$ cat config.mk
export PLATFORM = sky130hd
export DESIGN_NAME = fa_serial_ctrl_flat
export DESIGN_NICKNAME = d
export VERILOG_FILES = /design/src/rtl/fa_serial_ctrl_if.sv /design/src/rtl/fa_serial_ctrl.sv /design/src/flat_wrapper.sv
export SDC_FILE = /design/constraint.sdc
export NUM_CORES = 1
export LEC_CHECK = 0
export CAP_MARGIN = 20
export CORE_MARGIN = 2
export CORE_UTILIZATION = 49
export CTS_CLUSTER_DIAMETER = 30
export DETAILED_ROUTE_END_ITERATION = 8
export GPL_ROUTABILITY_DRIVEN = 0
export GPL_TIMING_DRIVEN = 0
export PLACE_DENSITY_LB_ADDON = 0.25
export SLEW_MARGIN = 40
export SYNTH_ARGS = -nofsm -noshare
export SYNTH_HDL_FRONTEND = slang
export SYNTH_SLANG_ARGS = --single-unit
$ cat constraint.sdc
create_clock -name clk -period 1.6 [get_ports clk]
set_input_delay 0.32 -clock clk [delete_from_list [all_inputs] [get_ports clk]]
set_output_delay 0.32 -clock clk [all_outputs]
set_load 0.02 [all_outputs]
$ cat src/rtl/fa_serial_ctrl_if.sv
// Requester-side bundle for fa_serial_ctrl: operands, start/busy/done
// handshake and the held result.
interface fa_serial_ctrl_if #(
  parameter int WIDTH = 8
);
  logic             start;
  logic [WIDTH-1:0] x;
  logic [WIDTH-1:0] y;
  logic             ci;
  logic             busy;
  logic             done;
  logic [WIDTH-1:0] s;
  logic             co;

  // requester drives operands and start, observes status and result
  modport master (
    output start, x, y, ci,
    input  busy, done, s, co
  );

  // sequencer consumes the request and returns status and result
  modport slave (
    input  start, x, y, ci,
    output busy, done, s, co
  );
endinterface

$ cat src/rtl/fa_serial_ctrl.sv
// fa_serial_ctrl: bit-serial add sequencer driving one external
// combinational full adder LSB-first over WIDTH cycles.
// Optional feature macro: FA_SERIAL_OVF_EN adds a two's-complement
// overflow output (ovf), updated together with co.
//
// state | meaning
// IDLE  | waiting for start, fa_* held at 0
// RUN   | one operand bit per cycle through the external adder
// DONE  | one-cycle done pulse, start accepted here for back-to-back ops
module fa_serial_ctrl #(
  parameter  int WIDTH = 8,
  localparam int IW    = (WIDTH > 1) ? $clog2(WIDTH) : 1
) (
  input  logic                clk,
  input  logic                rst,
  fa_serial_ctrl_if.slave     bus,
  output logic                fa_x,
  output logic                fa_y,
  output logic                fa_ci,
  input  logic                fa_s,
  input  logic                fa_co
`ifdef FA_SERIAL_OVF_EN
  ,
  output logic                ovf
`endif
);

  typedef enum logic [1:0] {
    IDLE = 2'd0,
    RUN  = 2'd1,
    DONE = 2'd2
  } state_t;

  state_t           state_q, state_d;
  logic [WIDTH-1:0] xr_q, xr_d;
  logic [WIDTH-1:0] yr_q, yr_d;
  logic [WIDTH-1:0] s_q, s_d;
  logic [IW-1:0]    idx_q, idx_d;
  logic             carry_q, carry_d;
  logic             co_q, co_d;
  logic             busy_q, busy_d;
  logic             done_q, done_d;
  logic             accept;
`ifdef FA_SERIAL_OVF_EN
  logic             ovf_q, ovf_d;
`endif

  // next-state: bit step in RUN, accept overrides in IDLE/DONE
  always_comb begin
    state_d = state_q;
    xr_d    = xr_q;
    yr_d    = yr_q;
    s_d     = s_q;
    idx_d   = idx_q;
    carry_d = carry_q;
    co_d    = co_q;
    done_d  = 1'b0;
`ifdef FA_SERIAL_OVF_EN
    ovf_d   = ovf_q;
`endif
    accept  = bus.start && ((state_q == IDLE) || (state_q == DONE));

    case (state_q)
      RUN: begin
        s_d[idx_q] = fa_s;
        carry_d    = fa_co;
        xr_d       = xr_q >> 1;
        yr_d       = yr_q >> 1;
        if (idx_q == IW'(WIDTH - 1)) begin
          co_d    = fa_co;
`ifdef FA_SERIAL_OVF_EN
          // carry_q is the carry into the MSB on the last bit
          ovf_d   = carry_q ^ fa_co;
`endif
          state_d = DONE;
          done_d  = 1'b1;
        end else begin
          idx_d = idx_q + IW'(1);
        end
      end
      DONE:    state_d = IDLE;
      default: state_d = IDLE;
    endcase

    if (accept) begin
      xr_d    = bus.x;
      yr_d    = bus.y;
      carry_d = bus.ci;
      idx_d   = '0;
      s_d     = '0;
      co_d    = 1'b0;
`ifdef FA_SERIAL_OVF_EN
      ovf_d   = 1'b0;
`endif
      state_d = RUN;
    end

    busy_d = (state_d == RUN);
  end

  // state and output registers, synchronous reset has priority
  always_ff @(posedge clk) begin
    if (rst) begin
      state_q <= IDLE;
      xr_q    <= '0;
      yr_q    <= '0;
      s_q     <= '0;
      idx_q   <= '0;
      carry_q <= 1'b0;
      co_q    <= 1'b0;
      busy_q  <= 1'b0;
      done_q  <= 1'b0;
`ifdef FA_SERIAL_OVF_EN
      ovf_q   <= 1'b0;
`endif
    end else begin
      state_q <= state_d;
      xr_q    <= xr_d;
      yr_q    <= yr_d;
      s_q     <= s_d;
      idx_q   <= idx_d;
      carry_q <= carry_d;
      co_q    <= co_d;
      busy_q  <= busy_d;
      done_q  <= done_d;
`ifdef FA_SERIAL_OVF_EN
      ovf_q   <= ovf_d;
`endif
    end
  end

  // adder operands come only from registers, forced low outside RUN
  assign fa_x  = busy_q & xr_q[0];
  assign fa_y  = busy_q & yr_q[0];
  assign fa_ci = busy_q & carry_q;

  assign bus.busy = busy_q;
  assign bus.done = done_q;
  assign bus.s    = s_q;
  assign bus.co   = co_q;
`ifdef FA_SERIAL_OVF_EN
  assign ovf      = ovf_q;
`endif

endmodule

$ cat src/flat_wrapper.sv
// flat-port wrapper written by rule: the top's interface ports become plain ports
module fa_serial_ctrl_flat 
#(
  parameter  int WIDTH = 8,
  localparam int IW    = (WIDTH > 1) ? $clog2(WIDTH) : 1
)
  (clk, rst, fa_x, fa_y, fa_ci, fa_s, fa_co, bus_start, bus_x, bus_y, bus_ci, bus_busy, bus_done, bus_s, bus_co);
  fa_serial_ctrl_if #(.WIDTH(WIDTH)) bus_i ();
  input  logic clk;
  input  logic rst;
  output logic fa_x;
  output logic fa_y;
  output logic fa_ci;
  input  logic fa_s;
  input  logic fa_co;
  input wire logic [$bits(bus_i.start)-1:0] bus_start;
  input wire logic [$bits(bus_i.x)-1:0] bus_x;
  input wire logic [$bits(bus_i.y)-1:0] bus_y;
  input wire logic [$bits(bus_i.ci)-1:0] bus_ci;
  output wire logic [$bits(bus_i.busy)-1:0] bus_busy;
  output wire logic [$bits(bus_i.done)-1:0] bus_done;
  output wire logic [$bits(bus_i.s)-1:0] bus_s;
  output wire logic [$bits(bus_i.co)-1:0] bus_co;
  assign bus_i.start = bus_start;
  assign bus_i.x = bus_x;
  assign bus_i.y = bus_y;
  assign bus_i.ci = bus_ci;
  assign bus_busy = bus_i.busy;
  assign bus_done = bus_i.done;
  assign bus_s = bus_i.s;
  assign bus_co = bus_i.co;
  fa_serial_ctrl #(.WIDTH(WIDTH)) u_core (.clk(clk), .rst(rst), .bus(bus_i), .fa_x(fa_x), .fa_y(fa_y), .fa_ci(fa_ci), .fa_s(fa_s), .fa_co(fa_co));
endmodule
==> impl_metrics.env, run 1 <==
export IMPL_outcome="complete, no violations"
export IMPL_path_common_cell="clkbuf_1"
export IMPL_cts_buffer_depth=2
export IMPL_rr_worst_depth=5
export IMPL_grt_use_met2=0.367
export IMPL_synth_net_count=193
export IMPL_crit_chain="clkdlybuf4s50_1 > clkbuf_1 > clkbuf_1 > nor2_1"
export IMPL_end_kind="flop"
export IMPL_cp_arrival_ns=1.67
export IMPL_cts_made_buffers=5
export IMPL_synth_compound_area_frac=0.180
export IMPL_grt_total_usage=0.214
export IMPL_grt_pass1_vias=1336
export IMPL_grtUsageMet3=0.0725
export IMPL_rsz0062_at_grt="no"
export IMPL_vias=1354
export IMPL_fin_crit_ns=1.45
export IMPL_layout_drive_gt1_share=0.157
export IMPL_n_antenna_cell=0
export IMPL_synth_top_family_by_area="simple AND/OR/NAND/NOR gates"
export IMPL_synth_common_cells="dfxtp_1 (33), nand2_1 (29), nor2_1 (15)"
export IMPL_synth_simple_area_share=0.250
export IMPL_power_mw=1.66
export IMPL_drt_first_pass_iters=4
export IMPL_syn_to_final_growth_pct=28.7
export IMPL_drt_iter0_drc=36
export IMPL_rows=20
export IMPL_grt_max_degree=11
export IMPL_hold_class="reg -> reg"
export IMPL_min_period_over_period=0.908
export IMPL_dp_cells=247
export IMPL_clk_latency_ns=0.34
export IMPL_ys_types=31
export IMPL_clk_root_buffer_cell="clkbuf_4"
export IMPL_synth_area_um2=1570
export IMPL_synth_edff_count=0
export IMPL_cts_tree="done"
export IMPL_slew_violations=0
export IMPL_synth_area_leaders="dfxtp_1 (42%), a311oi_2 (9.5%), nand2_1 (6.9%)"
export IMPL_drv_cap=0
export IMPL_ff2ff_setup_slack_ns=0.19
export IMPL_path_class="in -> reg"
export IMPL_synth_xor_area_share=0.00556
export IMPL_max_freq_mhz=688
export IMPL_core_um2=3050
export IMPL_syn_avg_cell_area_um2=9.37
export IMPL_dieHeight_um=60.7
export IMPL_cts_htree_levels=2
export IMPL_met1_usage=0.243
export IMPL_ys_ff_latch=33
export IMPL_grt_pass1_wl_um=5760
export IMPL_async_reset_ff_frac=0
export IMPL_ys_seq_area_frac=0.420
export IMPL_crit_path_max_incr_delay_ns=0.50
export IMPL_antenna_found_initial=0
export IMPL_yosysTopAreaCellShare=0.420
export IMPL_fin_setup_tns_ns=0
export IMPL_whs_ns=0.467
export IMPL_peakVddDrop_mv=0.407
export IMPL_setup_violations=0
export IMPL_avgRoutedWirePerCell_um=14.0
export IMPL_tightestPinTransition_ns=0.454
export IMPL_cts_clk_slew_worst_paths_ns=0.09
export IMPL_overflow=0
export IMPL_static_leakage_power_nw=0.815
export IMPL_skew_ns=0.00558
export IMPL_hold_viol=0
export IMPL_grt_busiest_layer="met2"
export IMPL_cts_sinks=33
export IMPL_cp_max_fo=10
export IMPL_finalNonFillerCells=254
export IMPL_synth_ff_type="dfxtp_1"
export IMPL_io_pins=36
export IMPL_worst_path_max_delay_cell="clkdlybuf4s50_1"
export IMPL_synth_adder_area_share=0.0238
export IMPL_slew_headroom=0.698
export IMPL_initial_core_util=0.516
export IMPL_muxShareOfSynthArea=0.0445
export IMPL_start_kind="input pin"
export IMPL_wl_um=3550
export IMPL_hold_depth=2
export IMPL_yosys_warnings=0
export IMPL_synth_most_common_cell="dfxtp_1"
export IMPL_crit_required_ns=1.81
export IMPL_remaining_drc_errors=0
export IMPL_syn_inst=168
export IMPL_antenna_left=0
export IMPL_powerDensity_nw_per_um2=820
export IMPL_die_area_um2=3680
export IMPL_die_width_um=60.7
export IMPL_layout_nets=235
export IMPL_synth_top_cell_by_area="dfxtp_1"
export IMPL_hold_buffers=0
export IMPL_hpwl_um=2520
export IMPL_avgViaCountPerCell=5.33
export IMPL_io_buffers=35
-- repair_timing --
action / CTS / global route
endpoints found under the setup margin: 13 / 4
setup buffers: 0 / 0
resized for setup: 13 / 2
-- metal layers --
metal	wire, µm	up-vias
met3	203	10
met5	0	-
li1	-	674
met2	1780	38
met4	78	0
met1	1490	632
-- final timing paths --
check,to,from
worst max-delay path,u_core.bus.done,rst
worst min-delay path,u_core.carry_q,u_core.carry_q
worst max register to register,u_core.idx_q[0],u_core.idx_q[0]
worst min register to register,u_core.carry_q,u_core.carry_q
-- power by group --
group / leakage [nW] / switching, mW / internal (mW)
logic: 0.514 / 0.153 / 0.147
clock network: 0.0314 / 0.265 / 0.207
registers: 0.270 / 0.0246 / 0.865
total: 0.815 / 0.442 / 1.22
-- flip-flops by register name, indices dropped and copies added, names as in the netlist, 2 cells and up --
signal	count
u_core.bus.s	8
u_core.xr_q	8
u_core.yr_q	8
u_core.idx_q	3
u_core.state_q	2
-- layout by cell type (no fill, tap or decap), drive strengths merged, types with 4 or more instances in the layout --
cell type      netlist  routed
clkbuf               5      12
dfxtp               33      33
clkdlybuf4s50        0      21
nand3b               8       8
dlygate4sd2          0      13
mux2i                7       7
nand2               29      29
nor2                15      15
a22oi                4       4
a311oi              11      11
buf                 11      11
nand3                8       8
a21oi               11      11
-- cells by family (layout without fill, tap and decap cells) --
logic type               after synthesis  in the layout
AND/OR/NAND/NOR                       76             76
flip-flops                            33             33
AO/OA/AOI/OAI                         31             31
buffers and inverters                 17             59
multiplexers                           7              7
adder cells (fa/ha/maj)                3              3
XOR/XNOR                               1              1
-- area by class of cell --
type	count	area, µm²
buffer	16	116
sequential	33	661
tap	44	55.1
inverter	1	3.75
clock buffer	7	55.1
timing repair buffer	35	337
multi-input combinational	118	798
fill	287	1030
-- critical path: cells and delay by family --
| kind | cells | cell delay (ns) |
|---|---|---|
| buffers and inverters | 3 | 1.25 |
| AND/OR/NAND/NOR | 1 | 0.10 |
-- per-stage QoR --
| stage | util | setup WS (ns) | instance area [µm²] |
|---|---|---|---|
| CTS | 0.661 | 0.0231 | 2020 |
| detailed placement | 0.648 | -0.214 | 1980 |
| global route | 0.664 | 0.0465 | 2030 |
| finish | 0.664 | 0.147 | 2030 |
| floorplan | - | 0.240 | 1570 |
| global placement | 0.648 | -0.190 | 1980 |
Note: power is estimated with default switching activity, not from simulation.
==> run 2, diff against run 1 <==
Settings changed: CORE_ASPECT_RATIO from default to 0.9.
==> impl_metrics.env, run 2 (synthesis gave the netlist of run 1 again) <==
export IMPL_outcome="complete, no violations"
export IMPL_hold_class="reg -> reg"
export IMPL_rsz0062_at_grt="no"
export IMPL_pre_cts_ws_ns=-0.144
export IMPL_sw_frac_of_total=0.260
export IMPL_cp_arrival_ns=1.19
export IMPL_drt_first_pass_iters=4
export IMPL_max_freq_mhz=663
export IMPL_initial_core_util=0.513
export IMPL_overflow=0
export IMPL_layout_drive_gt1_share=0.161
export IMPL_end_kind="output port"
export IMPL_grt_busiest_layer="met2"
export IMPL_slew_headroom=0.690
export IMPL_wl_um=3820
export IMPL_drv_cap=0
export IMPL_met1_usage=0.262
export IMPL_avgRoutedWirePerCell_um=15.1
export IMPL_grt_use_met2=0.352
export IMPL_start_kind="flop"
export IMPL_clk_root_buffer_cell="clkbuf_4"
export IMPL_layout_common_cells="dfxtp_1 (33), nand2_1 (29), clkdlybuf4s50_1 (21)"
export IMPL_crit_chain="and2_1 > dlygate4sd2_1"
export IMPL_die_width_um=63.7
export IMPL_dieHeight_um=57.8
export IMPL_remaining_drc_errors=0
export IMPL_fin_ws_ns=0.0911
export IMPL_cts_setup_buffers=0
export IMPL_cts_tree="done"
export IMPL_p_int_mw=1.39
export IMPL_n_antenna_cell=0
export IMPL_tightestPinTransition_ns=0.465
export IMPL_grt_pass1_wl_um=6000
export IMPL_grt_total_usage=0.213
export IMPL_power_frac_seq=0.477
export IMPL_p_switching_mw=0.486
export IMPL_power_frac_clock=0.361
export IMPL_die_area_um2=3680
export IMPL_powerDensity_nw_per_um2=912
export IMPL_vias=1409
export IMPL_cp_max_fo=4
export IMPL_path_class="reg -> out"
export IMPL_rows=19
export IMPL_core_um2=3070
export IMPL_cts_clk_slew_worst_paths_ns=0.11
export IMPL_crit_path_max_incr_delay_ns=0.37
export IMPL_io_buffers=35
export IMPL_io_pins=36
export IMPL_clk_latency_ns=0.36
export IMPL_syn_to_final_growth_pct=30.4
export IMPL_power_frac_comb=0.163
export IMPL_worst_path_max_delay_cell="dfxtp_1"
export IMPL_drt_iter0_drc=49
export IMPL_cts_buffer_depth=2
export IMPL_fin_setup_tns_ns=0
export IMPL_hpwl_um=2690
export IMPL_cts_htree_levels=2
export IMPL_slew_violations=0
export IMPL_grt_max_degree=11
export IMPL_antenna_found_initial=0
export IMPL_cts_made_buffers=5
export IMPL_layout_nets=235
export IMPL_crit_required_ns=1.28
export IMPL_grtUsageMet3=0.0544
export IMPL_avgViaCountPerCell=5.57
export IMPL_grt_pass1_vias=1317
export IMPL_setup_violations=0
export IMPL_skew_ns=0.0180
export IMPL_fin_crit_ns=1.51
export IMPL_cts_sinks=33
export IMPL_layout_commonest_cell="dfxtp_1"
export IMPL_antenna_left=0
export IMPL_min_period_over_period=0.943
export IMPL_hold_viol=0
export IMPL_peakVddDrop_mv=0.620
export IMPL_static_leakage_power_nw=0.829
==> run 2: cell count changes in the layout (fill, tap and decap cells not counted), sizes merged <==
| cell | delta |
|---|---|
| bufinv | +1 |
==> run 2: power by group through the flow <==
stage               registers (mW)  clock network [mW]  logic, mW
finish                       0.892               0.675      0.305
global route                 0.898               0.709      0.325
CTS                          0.891               0.674      0.303
detailed placement           0.910                   0      0.305
global placement             0.907                   0      0.297
floorplan                    0.905                   0      0.195
==> run 2: final cells by class <==
class | count | area, µm²
fillers | 245 | 1010
flip-flops and latches | 33 | 661
well taps | 42 | 52.6
clock buffers | 7 | 55.1
inverters | 1 | 3.75
multi-input cells | 118 | 798
plain buffers | 16 | 116
repair buffers | 35 | 337
clock inverters | 1 | 30.0
==> run 2: worst max-delay path: cells and delay by family (launching register included) <==
| family | cells | cell delay, ns |
|---|---|---|
| AND/OR/NAND/NOR | 1 | 0.14 |
| buffers and inverters | 1 | 0.33 |
| flip-flops | 1 | 0.37 |
==> run 2: worst paths after layout <==
check | startpoint | endpoint | slack (ns) | cells after the start
worst max-delay path | u_core.bus.busy | fa_ci | 0.09 | 2
worst min-delay path | u_core.carry_q | u_core.carry_q | 0.47 | 2
worst max register to register | u_core.idx_q[0] | u_core.idx_q[0] | 0.22 | 5
worst min register to register | u_core.carry_q | u_core.carry_q | 0.47 | 2
==> run 2: stage by stage <==
step / hold WS, ns / power [mW] / instances / cell area [µm²] / util
after floorplan: 0.443 / 1.10 / 168 / 1570 / -
after global placement: 0.450 / 1.20 / 245 / 1980 / 0.645
after detailed placement: 0.455 / 1.21 / 245 / 1980 / 0.645
after CTS: 0.470 / 1.87 / 253 / 2050 / 0.667
after global routing: 0.501 / 1.93 / 253 / 2050 / 0.670
final: 0.466 / 1.87 / 253 / 2050 / 0.670
==> run 2: repair_timing <==
| item | CTS | global route |
|---|---|---|
| pin swaps | 0 | 0 |
| hold buffers | 0 | 0 |
| setup endpoints to repair | 13 | 3 |
| resized for setup | 13 | 2 |
==> run 2: per-layer routing <==
layer / vias up / share of wire / wire, µm
met1: 665 / 0.47 / 1780
met3: 10 / 0.051 / 195
met4: 0 / 0.022 / 83
met2: 53 / 0.46 / 1760
li1: 681 / - / -
met5: - / 0 / 0
==> run 3, diff against run 2 <==
--- a/constraint.sdc
+++ b/constraint.sdc
@@ -3,2 +3,2 @@
 set_output_delay 0.32 -clock clk [all_outputs]
-set_load 0.02 [all_outputs]
+set_load 0.1 [all_outputs]
==> impl_metrics.env, run 3 (synthesis gave the netlist of run 1 again) <==
export IMPL_initial_core_util=0.513
export IMPL_crit_required_ns=1.28
export IMPL_rows=19
export IMPL_layout_commonest_cell="dfxtp_1"
export IMPL_vias=1361
export IMPL_hold_viol=0
export IMPL_cts_tree="done"
export IMPL_max_freq_mhz=644
export IMPL_cts_buffer_depth=2
export IMPL_dpl_cell_area_um2=1910
export IMPL_die_area_um2=3680
export IMPL_drt_iter0_drc=42
export IMPL_start_kind="flop"
export IMPL_outcome="complete, no violations"
export IMPL_skew_ns=0.0124
export IMPL_clk_latency_ns=0.34
export IMPL_overflow=0
export IMPL_remaining_drc_errors=0
export IMPL_finalNonFillerCells=253
export IMPL_avgRoutedWirePerCell_um=14.1
export IMPL_antenna_found_initial=0
export IMPL_hold_buffers=0
export IMPL_wl_um=3570
export IMPL_whs_ns=0.467
export IMPL_fin_ws_ns=0.0468
export IMPL_layout_drive_gt1_share=0.246
export IMPL_cp_arrival_ns=1.23
export IMPL_slew_headroom=0.662
export IMPL_rsz0062_at_grt="no"
export IMPL_crit_chain="and2_2 > buf_2"
export IMPL_syn_to_final_growth_pct=27.5
export IMPL_worst_path_max_delay_cell="buf_2"
export IMPL_grt_max_degree=11
export IMPL_cts_made_buffers=5
export IMPL_drv_cap=0
export IMPL_grt_pass1_wl_um=5800
export IMPL_cts_setup_buffers=0
export IMPL_critPathBufInv=1
export IMPL_min_period_over_period=0.971
export IMPL_design_area_um2=2010
export IMPL_n_antenna_cell=0
export IMPL_layout_common_cells="dfxtp_1 (32), nand2_1 (29), clkdlybuf4s50_1 (21)"
export IMPL_slew_violations=0
export IMPL_cts_clk_slew_worst_paths_ns=0.11
export IMPL_powerDensity_nw_per_um2=941
export IMPL_tightestPinTransition_ns=0.506
export IMPL_power_mw=1.89
export IMPL_die_width_um=63.7
export IMPL_finalCoreUtilization=0.654
export IMPL_drt_first_pass_iters=4
export IMPL_hold_class="reg -> reg"
export IMPL_pre_cts_ws_ns=-0.176
export IMPL_core_um2=3070
export IMPL_cts_sinks=33
export IMPL_dp_cells=245
export IMPL_path_class="reg -> out"
export IMPL_critPathTopFamily="buffers and inverters"
export IMPL_layout_nets=235
export IMPL_fin_setup_tns_ns=0
export IMPL_hpwl_um=2560
export IMPL_end_kind="output port"
export IMPL_io_pins=36
export IMPL_static_leakage_power_nw=0.781
export IMPL_grt_pass1_vias=1310
export IMPL_dieHeight_um=57.8
export IMPL_avgViaCountPerCell=5.38
export IMPL_setup_violations=0
export IMPL_peakVddDrop_mv=0.947
export IMPL_grt_total_usage=0.205
export IMPL_clk_root_buffer_cell="clkbuf_4"
export IMPL_cts_htree_levels=2
export IMPL_cp_max_fo=4
export IMPL_antenna_left=0
export IMPL_crit_path_max_incr_delay_ns=0.41
export IMPL_fin_crit_ns=1.55
export IMPL_io_buffers=35
==> run 3: cell count changes in the layout (fill, tap and decap cells not counted), sizes merged <==
cell	change
dlygate4sd2	-13
buf	+12
clkbuf	+2
dlymetal6s2s	-1
==> run 3: final timing paths <==
check / start / endpoint / slack (ns) / cells after the start
min: u_core.xr_q[0] / u_core.xr_q[0] / 0.47 / 2
max: u_core.bus.busy / fa_x / 0.05 / 2
max reg2reg: u_core.idx_q[0] / u_core.idx_q[0] / 0.20 / 5
min reg2reg: u_core.xr_q[0] / u_core.xr_q[0] / 0.47 / 2
==> run 3: worst reg2reg max path: stages, from the launching register on <==
cell     delay, ns
dfxtp_1       0.34
ha_1          0.22
ha_1          0.26
nor3b_2       0.28
xnor2_1       0.15
nor2_1        0.05
==> run 3: power breakdown <==
group	internal, mW	leakage [nW]	total [mW]	switching, mW
registers	0.866	0.270	0.890	0.0240
clock network	0.373	0.0455	0.661	0.288
logic	0.147	0.465	0.336	0.189
==> run 3: cell type report <==
| cell class | instances | area, µm² |
|---|---|---|
| sequential | 33 | 662 |
| buffer | 16 | 116 |
| timing repair buffer | 35 | 285 |
| fill | 243 | 1060 |
| clock buffer | 7 | 55.1 |
| tap | 42 | 52.6 |
| clock inverter | 1 | 30.0 |
| multi-input combinational | 118 | 802 |
| inverter | 1 | 3.75 |
==> run 3: per-layer routing <==
metal  vias to the layer above  wire length (µm)  global-route usage
li1                        680                 -                   -
met1                       639              1700               0.258
met2                        35              1640               0.341
met3                         7               177              0.0485
met4                         0                57              0.0839
met5                         -                 0                   0
==> run 3: repair_timing <==
item	CTS	global route
hold endpoints to repair	0	0
endpoints found under the setup margin	0	5
resized for setup	0	3
